--- src/rtl/b06_intr_ctrl_mc.sv ---
// Multi-channel interrupt handshake controller: arbitrates masked request lines, steers the
// shared compare counter through CC_MUX and runs the ack handshake under a watchdog.
module b06_intr_ctrl_mc #(
    parameter int NCH     = 4,
    parameter int IDX_W   = 2,
    parameter int TMO_W   = 4,
    parameter int TIMEOUT = 12,
    parameter int CNT_W   = 8,
    parameter bit RR_MODE = 1'b0
) (
    input  logic             clock,
    input  logic             nRESET_G,
    input  logic [NCH-1:0]   EQL,
    input  logic [NCH-1:0]   MASK,
    input  logic             CONT_EQL,
    input  logic             ERR_CLR,
    output logic [IDX_W:0]   CC_MUX,
    output logic [NCH-1:0]   USCITE,
    output logic             ENABLE_COUNT,
    output logic             ACKOUT,
    output logic             ERR_FLAG,
    output logic [CNT_W-1:0] SERVICED
);
    typedef enum logic [2:0] {S_IDLE, S_ARB, S_ENIN, S_INTR, S_INTR_W, S_ABORT} state_e;

    state_e           state_q, state_d;
    logic [IDX_W-1:0] idx_q, idx_d, ptr_q, ptr_d, gnt_idx, idx_inc;
    logic [IDX_W:0]   idx_nx, cc_mux_q, cc_mux_d;
    logic [TMO_W-1:0] wd_q, wd_d;
    logic [NCH-1:0]   uscite_q, uscite_d, req;
    logic             en_q, en_d, ack_q, ack_d, err_q, err_d, wd_expired;
    logic [CNT_W-1:0] srv_q, srv_d;

    // First set bit of r at or above base, wrapping modulo NCH.
    function automatic logic [IDX_W-1:0] pick(input logic [NCH-1:0] r, input logic [IDX_W-1:0] base);
        logic [IDX_W:0] j;
        logic           found;
        pick  = '0;
        found = 1'b0;
        for (int k = 0; k < NCH; k++) begin
            j = {1'b0, base} + (IDX_W+1)'(k);
            if (j >= (IDX_W+1)'(NCH)) j = j - (IDX_W+1)'(NCH);
            if (!found && r[j[IDX_W-1:0]]) begin
                found = 1'b1;
                pick  = j[IDX_W-1:0];
            end
        end
    endfunction

    assign req        = EQL & ~MASK;
    assign wd_expired = (wd_q == TMO_W'(TIMEOUT - 1));
    assign gnt_idx    = pick(req, RR_MODE ? ptr_q : '0);
    assign idx_nx     = {1'b0, idx_q} + (IDX_W+1)'(1);
    assign idx_inc    = (idx_nx == (IDX_W+1)'(NCH)) ? '0 : idx_nx[IDX_W-1:0];

    always_ff @(posedge clock or negedge nRESET_G) begin
        if (!nRESET_G) state_q <= S_IDLE;
        else           state_q <= state_d;
    end

    always_comb begin
        state_d = state_q;
        case (state_q)
            S_IDLE:   if (|req) state_d = S_ARB;
            S_ARB:    state_d = (|req) ? S_ENIN : S_IDLE;
            S_ENIN: begin
                if (CONT_EQL)        state_d = S_INTR;
                else if (wd_expired) state_d = S_ABORT;
            end
            S_INTR:   state_d = S_INTR_W;
            // Only the granted line releases the handshake; mask is not consulted here.
            S_INTR_W: if (!EQL[idx_q]) state_d = S_IDLE;
            S_ABORT:  state_d = S_IDLE;
            default:  state_d = S_IDLE;
        endcase
    end

    // Registered outputs are computed for the state being entered.
    always_comb begin
        idx_d    = idx_q;
        ptr_d    = ptr_q;
        wd_d     = wd_q;
        cc_mux_d = cc_mux_q;
        uscite_d = '0;
        en_d     = en_q;
        ack_d    = 1'b0;
        srv_d    = srv_q;
        err_d    = ERR_CLR ? 1'b0 : err_q;
        case (state_q)
            S_ARB: begin
                if (|req) begin
                    idx_d    = gnt_idx;
                    cc_mux_d = {1'b0, gnt_idx} + (IDX_W+1)'(1);
                    en_d     = 1'b1;
                    wd_d     = '0;
                end else begin
                    cc_mux_d = '0;
                end
            end
            S_ENIN: begin
                if (CONT_EQL) begin
                    en_d     = 1'b0;
                    uscite_d = NCH'(1'b1) << idx_q;
                    ack_d    = 1'b1;
                    srv_d    = srv_q + CNT_W'(1);
                    ptr_d    = idx_inc;
                    wd_d     = '0;
                end else if (wd_expired) begin
                    en_d     = 1'b0;
                    cc_mux_d = '0;
                    err_d    = 1'b1;
                    ptr_d    = idx_inc;
                    wd_d     = '0;
                end else begin
                    wd_d = wd_q + TMO_W'(1);
                end
            end
            S_INTR_W: if (!EQL[idx_q]) cc_mux_d = '0;
            default: ;
        endcase
    end

    always_ff @(posedge clock or negedge nRESET_G) begin
        if (!nRESET_G) begin
            idx_q    <= '0;
            ptr_q    <= '0;
            wd_q     <= '0;
            cc_mux_q <= '0;
            uscite_q <= '0;
            en_q     <= 1'b0;
            ack_q    <= 1'b0;
            err_q    <= 1'b0;
            srv_q    <= '0;
        end else begin
            idx_q    <= idx_d;
            ptr_q    <= ptr_d;
            wd_q     <= wd_d;
            cc_mux_q <= cc_mux_d;
            uscite_q <= uscite_d;
            en_q     <= en_d;
            ack_q    <= ack_d;
            err_q    <= err_d;
            srv_q    <= srv_d;
        end
    end

    assign CC_MUX       = cc_mux_q;
    assign USCITE       = uscite_q;
    assign ENABLE_COUNT = en_q;
    assign ACKOUT       = ack_q;
    assign ERR_FLAG     = err_q;
    assign SERVICED     = srv_q;
endmodule
--- config.mk ---
export PLATFORM = sky130hd
export DESIGN_NAME = b06_intr_ctrl_mc
export DESIGN_NICKNAME = d
export VERILOG_FILES = /design/src/rtl/b06_intr_ctrl_mc.sv
export SDC_FILE = /design/constraint.sdc
export NUM_CORES = 1
export LEC_CHECK = 0
export BUFFER_PORTS_ARGS = -buffer_cell sky130_fd_sc_hd__buf_2
export CORE_MARGIN = 2
export CORE_UTILIZATION = 57
export DETAILED_ROUTE_END_ITERATION = 12
export GPL_ROUTABILITY_DRIVEN = 0
export PLACE_DENSITY_LB_ADDON = 0.12
export SYNTH_ARGS = -nofsm -noshare
export SYNTH_HDL_FRONTEND = slang
export SYNTH_SLANG_ARGS = --single-unit
--- constraint.sdc ---
create_clock -name clock -period 4.1 [get_ports clock]
set_input_delay 0.82 -clock clock [delete_from_list [all_inputs] [get_ports clock]]
set_output_delay 0.82 -clock clock [all_outputs]
set_load 0.01 [all_outputs]
# Yosys cells after proc, flatten, opt, wreduce, memory -nomap -nowiden
# Index checks and enable logic that the tools add are counted.
# Widths: inputs -> output; s select.
[classes]
n_mux = 34
n_div = 0
addsub = 3
n_bitwise = 2
shifts = 1
n_reduce_logical = 16
n_eq_ne = 11
mul = 0
magnitude_cmp = 1
[ops]
columns = ["operator", "count"]
rows = [
  ["$mux 3", 7],
  ["$mux 4", 5],
  ["$pmux 3 s5", 1],
  ["$mux 1", 14],
  ["$ne 2x2->1 const B", 5],
  ["$pmux 3 s3", 1],
  ["$add 8x1->8 const B", 1],
  ["$pmux 4 s2", 1],
  ["$eq 3x2->1 const B", 2],
  ["$mux 2", 3],
  ["$reduce_and 2->1", 3],
  ["$reduce_and 3->1", 2],
  ["$add 4x1->4 const B", 1],
  ["$and 4x4->4", 1],
  ["$eq 4x4->1 const B", 1],
  ["$not 4->4", 1],
  ["$reduce_and 4->1", 1],
  ["$reduce_or 4->1", 1],
  ["$shl 1x2->4 const A", 1],
  ["$add 2x1->3 const B", 1],
  ["$eq 3x1->1 const B", 1],
  ["$eq 3x3->1 const B", 1],
  ["$logic_and 1x1->1", 3],
  ["$logic_not 1->1", 3],
  ["7 further kinds", 7],
]
[word_totals]
input_bits = 12
rom_bits = 0
latch_bits = 0
mem_bits_rw = 0
register_bits = 27
elab_cells = 77
mem_count = 0

# Logic depth before layout (Yosys ltp)
# Gate-level depths: netlist of the first run.
[depth]
word_depth = 15
depth_mapped = 6
ltp_nobuf = 6

# Worst setup path after synthesis of the first run
# No wires, ideal clock.
[synth_path]
path_kind = "input -> register"
start = "input EQL[3]"
end = "register cc_mux_q[1] (netlist: CC_MUX[1])"
arrival_ps = 1962
required_ps = 3975
cell_stages = 6
slack_ps = 2013
setup_ps = 125
cell_sequence = "nor2b_1 > a21oi_1 > nor2_1 > ha_1 > nor3b_1 > mux2_4"
[synth_via]
elab_chain_cells = 6
[synth_rtl]
columns = ["element", "line_no", "rtl"]
rows = [
  ["start, declared", "13", "input logic [NCH-1:0] EQL,"],
  ["$and 4x4->4", "50", "assign req = EQL & ~MASK;"],
  ["$logic_and 1x1->1", "43", "if (!found && r[j[IDX_W-1:0]]) begin"],
  ["$mux 2", "43", ""],
  ["$add 2x1->3", "93", "cc_mux_d = {1'b0, gnt_idx} + (IDX_W+1)'(1);"],
  ["$mux 3", "91", "if (|req) begin"],
  ["$pmux 3 s3", "89", "case (state_q)"],
  ["end signal, assigned", "138", "cc_mux_q <= cc_mux_d;"],
  ["end, declared", "28", "logic [IDX_W:0] idx_nx, cc_mux_q, cc_mux_d;"],
]
# Parallel ways exist; a longest one is shown, timed or not. The select of a mux whose other input is x is not followed.
# A chain may end at the register's enable or synchronous reset.

# Worst setup path in the final report of the first run
# Same ends and word-level chain as after synthesis.

==> out/results.tsv, run 1 <==
metric	value	unit
Inserted Diodes	0	
RSZ-0062 raised after global routing	no	
commonest non-fill, non-tap cell in the layout	buf_2	
CTS Root Cell	clkbuf_4	
Synth Cell Area	1380	µm²
Total Wirelength	2350	µm
die height	53.1	µm
Via Count	966	
worst vdd ir	0.000461	V
predominant post-synthesis flop cell	dfrtp_1	
count of different cell masters after synthesis	38	
Die Width	53.1	µm
Placed Area	1510	µm²
Buffers & Inverters on Critical Path	1	
commonest non-fill, non-tap cells in the layout	29 x buf_2, 27 x dfrtp_1, 10 x nor2_1	
via/cell ratio	5.46	
CTS max path bufs	2	
synth top area cells	dfrtp_1 49%, xnor2_1 5.1%, nor3b_1 3.3%	
post-synthesis cell count	120	
number of enable flip-flop cells after synthesis	0	
wire length per cell	13.3	µm
# Post-CTS Setup Buffers	0	
total track usage	19.8	%
drt initial violations	8	
worst hold-check path type	input pin to async pin	
first-pass GRT wire length	4080	µm
final setup vio count	0	
CTS tree	built	
Cell Int Power	0.000550	W
Ys Warns	0	
leakage	0.750	nW
Worst-Margin Slew	583	ps
Nets	165	
min Tclk post-route	1980	ps
critical path's top delay family	simple AND/OR/NAND/NOR gates	
CP peak stage delay	320	ps
# clock sinks	27	
clk_lat worst skew	310	ps
DR DRC count	0	
Seq/Total Area, Yosys	49.1	%
Post-Place Cells	173	
Worst Setup Start Kind	input pin	
Worst EP arrival	2190	ps
skew final	2.42	ps
Async SR Flop Fraction	100	%
reg-to-reg setup timing slack	2390	ps
critical path class	input pin to register	
slew margin rel.	61.2	%
drt pass-1 iters	2	
CP required	4320	ps
Die ar.	2820	µm²
Highest Clock Rate	505	MHz
part of the power in registers	49.3	%
I/O pins	30	
switching share of total power	37.8	%
fraction of layout cells with a size suffix above 1	30.9	%
period utilization	48.3	%
H-tree depth	1	
Post-Syn Nets	135	
Cell Rows	17	
Avg Cell Area, Syn	11.5	µm²
status	finished clean	
CP cell instances	buf_2, nor2b_1, a21oi_1, nor2_1, ha_1, nor3b_1, mux2_4	
clock slew seen by the registers of the worst setup and hold paths	140	ps
largest fanout on the critical path	6	
top cell type's share of synthesized area	49.1	%
Fillers	192	
clock share of power	12.7	%
part of the power in combinational logic	38.1	%
Inserted Clock Buffers	3	
core area	2250	µm²
Max-Cap Viols	0	
Max Slew Vio Count	0	
Layout Cells excl Fill	177	
Fin. Hold Viols	0	
Antenna Nets Post-Route	0	
Worst path slowest cell	nor2b_1	
Synth area leader	dfrtp_1	
FF+latch count, synth	27	
vias in the first global route	950	
largest net degree at the start of global routing	28	
post_cts resized	0	
I/O Buffers	29	
initial antenna violation count	0	
post-route cell area	1540	µm²
Setup TNS	0	ps
Area growth, synth to finish	12.0	%
CTS Hold Bufs	0	
HPWL after DPL	1760	µm
pwr/cell area	575	nW/µm²
Congestion Overflow GR	0	
Starting Density	61.0	%
Worst setup EP type	register	
Psw	0.000335	W
-- worst paths after layout --
check                                   startpoint                 endpoint  depth (start not counted)
max                                         EQL[3]    CC_MUX[1]$_DFFE_PN0P_                          7
min                                       nRESET_G  SERVICED[5]$_DFFE_PN0P_                          1
max reg2reg                 state_q[2]$_DFFE_PN0P_    CC_MUX[1]$_DFFE_PN0P_                          4
min reg2reg                SERVICED[7]$_DFFE_PN0P_  SERVICED[7]$_DFFE_PN0P_                          1
max in group asynchronous                 nRESET_G     idx_q[0]$_DFFE_PN0P_                          1
min in group clock         SERVICED[7]$_DFFE_PN0P_  SERVICED[7]$_DFFE_PN0P_                          1
-- per-layer routing --
metal / vias up / global-route usage [%] / share of wire, %
li1: 484 / - / -
met1: 462 / 25.5 / 45
met2: 18 / 33.3 / 50
met3: 2 / 4.52 / 3.8
met4: 0 / 5.56 / 0.43
met5: - / 0 / 0
-- power by group through the flow --
stage	clock, W	sequential (W)	combinational, W
after floorplan	0	0.000418	0.000284
after global placement	0	0.000437	0.000331
after detailed placement	0	0.000442	0.000340
after CTS	0.000114	0.000438	0.000343
after global routing	0.000127	0.000452	0.000375
final	0.000112	0.000436	0.000337
-- per-stage QoR --
| step | setup WS, ps | hold WS, ps | utilization, % | total power [W] |
|---|---|---|---|---|
| finish | 2120 | 479 | 68.3 | 0.000886 |
| CTS | 2130 | 493 | 68.3 | 0.000895 |
| global placement | 1850 | 456 | 67.1 | 0.000767 |
| global route | 1950 | 514 | 68.3 | 0.000954 |
| floorplan | 2010 | 452 | - | 0.000702 |
| detailed placement | 1780 | 478 | 67.1 | 0.000782 |
-- synthesized netlist by cell type (2+ instances only) --
cell and n:
buf_6 3, a21oi_1 4, ha_1 3, nor3b_1 6
nor2_1 10, xnor2_1 8, nand2_2 2, o21ai_0 7
nand3_2 2, mux2_4 2, nor2b_1 7, dfrtp_1 27
inv_1 3, nand2b_1 2, nand2_1 7, xor2_1 2
nand4_1 2, a22o_1 3
-- cell families after synthesis --
family / after synthesis / share of synthesized area (%)
AO/OA/AOI/OAI: 20 / 10.0
XOR/XNOR: 10 / 6.37
adder cells (fa/ha/maj): 3 / 2.73
buffers and inverters: 7 / 3.82
flip-flops: 27 / 49.1
multiplexers: 5 / 5.46
AND/OR/NAND/NOR: 48 / 22.5
-- sequential cells by signal, summed over array words and instances, names as in the netlist --
name,count
ERR_FLAG,1
SERVICED,8
USCITE,4
idx_q,2
CC_MUX,3
wd_q,4
ACKOUT,1
state_q,3
ENABLE_COUNT,1
-- layout make-up --
cell class / count / area [µm²] / share of cell area [%]
Clock buffer: 4 / 26.3 / 1.71
Sequential cell: 27 / 676 / 43.9
Timing Repair Buffer: 29 / 145 / 9.42
Multi-Input combinational cell: 86 / 647 / 42.0
Inverter: 3 / 11.3 / 0.731
Tap cell: 28 / 35.0 / 2.27
(Power assumes the default switching activity.)
==> run 2: changes to the inputs <==
ABC_AREA = 1   (was unset)
CORE_UTILIZATION = 47   (was 57)
clock period = 1.7 ns   (was 4.1 ns; I/O delays follow)
==> run 2 against run 1 <==
  * The run now ends with negative hold slack left
  * Clock power increased by 150%
  * Final cell count is 25% higher
  * Routed wire length is 0.72% higher
  * Critical path type is now register to register
==> out/results.tsv, run 2 <==
metric	value	unit	change
Worst path slowest cell	dfrtp_1		
final setup vio count	0		unchanged
worst hold-check path type	input pin to async pin		
pwr/cell area	1400	nW/µm²	+140%
Worst Setup Start Kind	register		
DR DRC count	0		unchanged
Area growth, synth to finish	15.8	%	
I/O pins	30		unchanged
FF+latch area	676	µm²	unchanged
largest net degree at the start of global routing	28		unchanged
worst vdd ir	0.000850	V	+84%
Highest Clock Rate	703	MHz	
Starting Density	49.4	%	-12 points
Max Slew Vio Count	0		unchanged
Crit path top cell by count	nand2_1		
Synth area leader	dfrtp_1		
Die Width	57.6	µm	+8.4%
Worst setup EP type	register		
CP required	1930	ps	-2390 ps
slew margin rel.	60.9	%	-0.29 points
busiest layer in global routing	met2		
CP cell instances	ha_1, nand2_1, nor2_1, a21oi_1, nor2_2, nand2_2, nand2_1, nand2_1		
die height	57.6	µm	+8.4%
period utilization	83.6	%	
commonest non-fill, non-tap cells in the layout	46 x nand2_1, 29 x buf_2, 27 x dfrtp_1		
Congestion Overflow GR	0		unchanged
Layout Cells excl Fill	222		+25%
Async SR Flop Fraction	100	%	unchanged
routing usage on met3	2.04	%	-2.5 points
Post-Syn Nets	173		+28%
Max-Cap Viols	0		unchanged
via/cell ratio	4.91		-10%
synth top area cells	dfrtp_1 50%, nand2_1 13%, inv_1 5.6%		
M1 GR Usage	21.8	%	-3.6 points
# clock sinks	27		unchanged
Nets	207		+25%
count leader, synth	nand2_1		
Worst-Margin Slew	587	ps	+4.36 ps
Avg Cell Area, Syn	8.54	µm²	-25%
Post-Place Cells	218		+26%
Synth Cell Area	1350	µm²	-1.8%
CTS Root Cell	clkbuf_4		
largest fanout on the critical path	4		-2
predominant post-synthesis flop cell	dfrtp_1		
number of enable flip-flop cells after synthesis	0		unchanged
Seq/Total Area, Yosys	50.0	%	+0.91 points
Via Count	1090		+13%
total track usage	16.7	%	-3.1 points
I/O Buffers	29		unchanged
Worst EP arrival	1650	ps	-540 ps
critical path class	register to register		
count of different cell masters after synthesis	25		-34%
Die ar.	3320	µm²	+18%
CTS Hold Bufs	0		unchanged
# Post-CTS Setup Buffers	0		unchanged
grt met2 use	27.9	%	-5.4 points
min Tclk post-route	1420	ps	
HPWL after DPL	1870	µm	+6.1%
clock slew seen by the registers of the worst setup and hold paths	140	ps	about the same
leakage	0.896	nW	+19%
post_cts resized	0		unchanged
footprint of the multi-input gates	592	µm²	-8.5%
H-tree depth	1		unchanged
post-synthesis cell count	158		+32%
vias in the first global route	1033		+8.7%
drt initial violations	34		+26
Setup TNS	0	ps	unchanged
CTS tree	built		
CTS max path bufs	2		unchanged
FF+latch count, synth	27		unchanged
status	finished, violations left		
Fin. Hold Viols	9		+9
Largest register FFs	8		unchanged
failing checks	negative hold slack		
first-pass GRT wire length	4330	µm	+6.3%
drt pass-1 iters	4		+2
synth cell count leaders	46 x nand2_1, 27 x dfrtp_1, 20 x inv_1, 12 x nand3_1		
Total Wirelength	2370	µm	+0.72%
clk_lat worst skew	320	ps	about the same
Ys Warns	0		unchanged
Cell Rows	19		+2
wire length per cell	10.7	µm	-20%
Inserted Diodes	0		unchanged
core area	2730	µm²	+21%
Fillers	263		+37%
Inserted Clock Buffers	3		unchanged
hold slack	-8.18	ps	-487 ps
RSZ-0062 raised after global routing	no		
commonest non-fill, non-tap cell in the layout	nand2_1		
fraction of layout cells with a size suffix above 1	23.6	%	-7.3 points
Antenna Nets Post-Route	0		unchanged
skew final	4.55	ps	+2.12 ps
top cell type's share of synthesized area	50.0	%	+0.91 points
CP peak stage delay	420	ps	+100 ps
initial antenna violation count	0		unchanged
-- run 2: kinds of logic (layout without fill, tap and decap cells) --
kind of cell / count (synthesis) / count (layout) / synth area share (%)
compound gates: 11 / 11 / 4.54
xor+xnor: 8 / 8 / 5.19
fa+ha+maj: 3 / 3 / 2.78
buf+inv: 22 / 55 / 6.12
flops: 27 / 27 / 50.0
simple gates: 87 / 87 / 31.3
-- run 2: layout make-up --
type | count | area share, %
clock buffers | 3 | 1.44
clock inverters | 1 | 0.480
inverters | 22 | 5.28
multi-input cells | 109 | 37.8
flip-flops and latches | 27 | 43.2
well taps | 31 | 2.48
repair buffers | 29 | 9.28
-- run 2: worst max-delay path, delay by kind of cell (launching register included) --
family / cells / cell delay (ps)
AOI/OAI and AO/OA: 1 / 120
adders and majority gates: 1 / 200
DFF: 1 / 420
and+or+nand+nor: 6 / 600
-- run 2: layer usage --
| layer | part of all wire, % | up-vias | wire (µm) |
|---|---|---|---|
| li1 | - | 573 | - |
| met1 | 47 | 492 | 1100 |
| met2 | 47 | 21 | 1110 |
| met3 | 4.4 | 4 | 105 |
| met4 | 1.9 | 0 | 46 |
| met5 | 0 | - | 0 |
-- run 2: path summary, 6_finish.rpt --
kind	startpoint	endpoint	slack, ps	depth (start not counted)
setup / recovery	wd_q[0]$_DFFE_PN0P_	CC_MUX[1]$_DFFE_PN0P_	280	8
max in group asynchronous	nRESET_G	wd_q[1]$_DFFE_PN0P_	1320	1
min in group clock	ERR_CLR	ERR_FLAG$_DFF_PN0_	180	2
setup reg to reg	wd_q[0]$_DFFE_PN0P_	CC_MUX[1]$_DFFE_PN0P_	280	8
hold reg to reg	CC_MUX[0]$_DFFE_PN0P_	CC_MUX[0]$_DFFE_PN0P_	480	2
hold / removal	nRESET_G	USCITE[0]$_DFF_PN0_	-8	1
-- run 2: where the power goes --
part           internal (W)  leakage (nW)  switching, W
combinational      0.000347         0.530      0.000566
clock             0.0000899        0.0139      0.000187
sequential         0.000826         0.352      0.000181
-- run 2: metrics by stage --
stage | instance area (µm²) | worst slack (ps) | hold WS [ps] | total power (W) | utilization, %
finish | 1560 | 278 | -8.18 | 0.00220 | 57.2
global route | 1560 | 75.4 | 24.9 | 0.00242 | 57.2
CTS | 1560 | 284 | 3.76 | 0.00223 | 57.2
detailed placement | 1530 | 164 | 385 | 0.00195 | 56.1
global placement | 1530 | 210 | 383 | 0.00192 | 56.1
floorplan | 1350 | 388 | 44.4 | 0.00167 | -
==> run 3: changes to the inputs <==
clock period = 1.3 ns   (was 1.7 ns; I/O delays follow)
==> run 3 against run 2 <==
  * The run now ends clean
  * Sequential power grew 32%
  * Largest cell class unchanged
  * Combinational power rose by 61%
  * First-iteration DRC count rose by 5.9%
  * Clock power is 31% higher
  * Largest power group is now combinational logic
  * Die area stayed put
  * Global-route usage up 2.2 points
  * Total power up 44%
==> out/results.tsv, run 3 (synthesized netlist as in run 2, its figures left out) <==
metric	value	unit	change
status	finished clean		
Worst Setup Start Kind	register		
Layout Cells excl Fill	240		+8.1%
Max Slew Vio Count	0		unchanged
total track usage	18.9	%	+2.2 points
fin worst setup slack	6.12	ps	-272 ps
I/O pins	30		unchanged
clk_lat worst skew	320	ps	about the same
largest net degree at the start of global routing	28		unchanged
Worst setup EP type	register		
Inserted Clock Buffers	3		unchanged
critical path class	register to register		
period utilization	99.5	%	+16 points
worst hold-check path type	input pin to register		
CTS tree	built		
Worst-Margin Slew	589	ps	+1.79 ps
via/cell ratio	4.83		-1.6%
drt pass-1 iters	4		unchanged
Core Util, Final	63.6	%	+6.4 points
post-route cell area	1740	µm²	+11%
CTS max path bufs	2		unchanged
Highest Clock Rate	773	MHz	+9.9%
DR DRC count	0		unchanged
pwr/cell area	1820	nW/µm²	+29%
worst vdd ir	0.00118	V	+38%
Worst path slowest cell	dfrtp_1		
DP Worst Slack	-124	ps	-288 ps
Die ar.	3320	µm²	unchanged
Fin. Hold Viols	0		-9
leakage	0.986	nW	+10%
Inserted Diodes	0		unchanged
CP peak stage delay	390	ps	-30 ps
final setup vio count	0		unchanged
Placed Area	1630	µm²	+6.2%
Via Count	1160		+6.4%
Post-Place Cells	229		+5.0%
drt initial violations	36		+5.9%
skew final	3.95	ps	-0.604 ps
Congestion Overflow GR	0		unchanged
CP cell instances	ha_2, nand2_1, nor2_2, a21oi_1, nor2_2, nand2_2, nand2_1, nand2_1		
CTS Root Cell	clkbuf_4		
min Tclk post-route	1290	ps	-128 ps
CP required	1530	ps	-400 ps
first-pass GRT wire length	4910	µm	+13%
Cell Rows	19		unchanged
Area growth, synth to finish	28.8	%	
HPWL after DPL	2110	µm	+13%
slew margin rel.	60.8	%	-0.12 points
Die Width	57.6	µm	unchanged
Starting Density	49.4	%	unchanged
Largest register FFs	8		unchanged
reg-to-reg setup timing slack	6	ps	-270 ps
Antenna Nets Post-Route	0		unchanged
fraction of layout cells with a size suffix above 1	34.4	%	+11 points
Crit path top cell by count	nand2_1		
critical path's top delay family	simple AND/OR/NAND/NOR gates		
initial antenna violation count	0		unchanged
Power Total	0.00316	W	+44%
Max-Cap Viols	0		unchanged
Buffers & Inverters on Critical Path	0		unchanged
I/O Buffers	29		unchanged
vias in the first global route	1200		+16%
commonest non-fill, non-tap cells in the layout	45 x nand2_1, 29 x buf_2, 24 x dfrtp_1		
clock slew seen by the registers of the worst setup and hold paths	140	ps	about the same
Total Wirelength	2700	µm	+14%
RSZ-0062 raised after global routing	yes		
H-tree depth	1		unchanged
# clock sinks	27		unchanged
commonest non-fill, non-tap cell in the layout	nand2_1		
largest fanout on the critical path	3		-1
die height	57.6	µm	unchanged
wire length per cell	11.3	µm	+5.4%
Worst EP arrival	1520	ps	-130 ps
Nets	225		+8.7%
core area	2730	µm²	unchanged
==> run 3: changes by cell type in the layout (fill, tap and decap cells not counted), sizes merged <==
cell         previous run  this run
dlygate4sd3             0         1
buf                    29        46
==> run 3: layer usage <==
| metal | part of all wire, % | global-route usage, % | vias to the layer above |
|---|---|---|---|
| li1 | - | - | 608 |
| met1 | 43 | 23.3 | 525 |
| met2 | 51 | 32.6 | 23 |
| met3 | 4.9 | 2.72 | 4 |
| met4 | 1.3 | 8.64 | 0 |
| met5 | 0 | 0 | - |
==> run 3: path summary, 6_finish.rpt <==
kind | start | cells after the start | end
worst max-delay path | wd_q[1]$_DFFE_PN0P_ | 8 | CC_MUX[0]$_DFFE_PN0P_
worst min-delay path | ERR_CLR | 2 | ERR_FLAG$_DFF_PN0_
worst max register to register | wd_q[1]$_DFFE_PN0P_ | 8 | CC_MUX[0]$_DFFE_PN0P_
worst min register to register | CC_MUX[2]$_DFFE_PN0P_ | 2 | CC_MUX[2]$_DFFE_PN0P_
max in group asynchronous | nRESET_G | 2 | state_q[2]$_DFFE_PN0P_
min in group asynchronous | nRESET_G | 2 | USCITE[2]$_DFF_PN0_
==> run 3: layout make-up <==
cell class | instances | area, µm²
fill | 240 | 995
sequential | 27 | 679
multi-input combinational | 109 | 613
timing repair buffer | 47 | 295
inverter | 22 | 82.6
tap | 31 | 38.8
clock buffer | 3 | 22.5
clock inverter | 1 | 7.51
==> run 3: report_power, final <==
part / switching [W] / leakage (nW) / internal (W)
clock: 0.000244 / 0.0139 / 0.000117
combinational: 0.000822 / 0.624 / 0.000651
sequential: 0.000237 / 0.348 / 0.00109
==> run 3: stage by stage <==
step	hold slack, ps	setup TNS, ps
global route	118	-657
floorplan	-35.6	0
finish	122	0
CTS	114	-10.2
global placement	294	-61.6
detailed placement	310	-221
==> run 3: timing repair <==
action                     in CTS  in global routing
pin swaps                       0                  4
hold endpoints to repair       27                  0
setup endpoints to repair       8                 14
hold buffers                    1                  0
buffers inserted                1                  5
resized for setup               4                  7
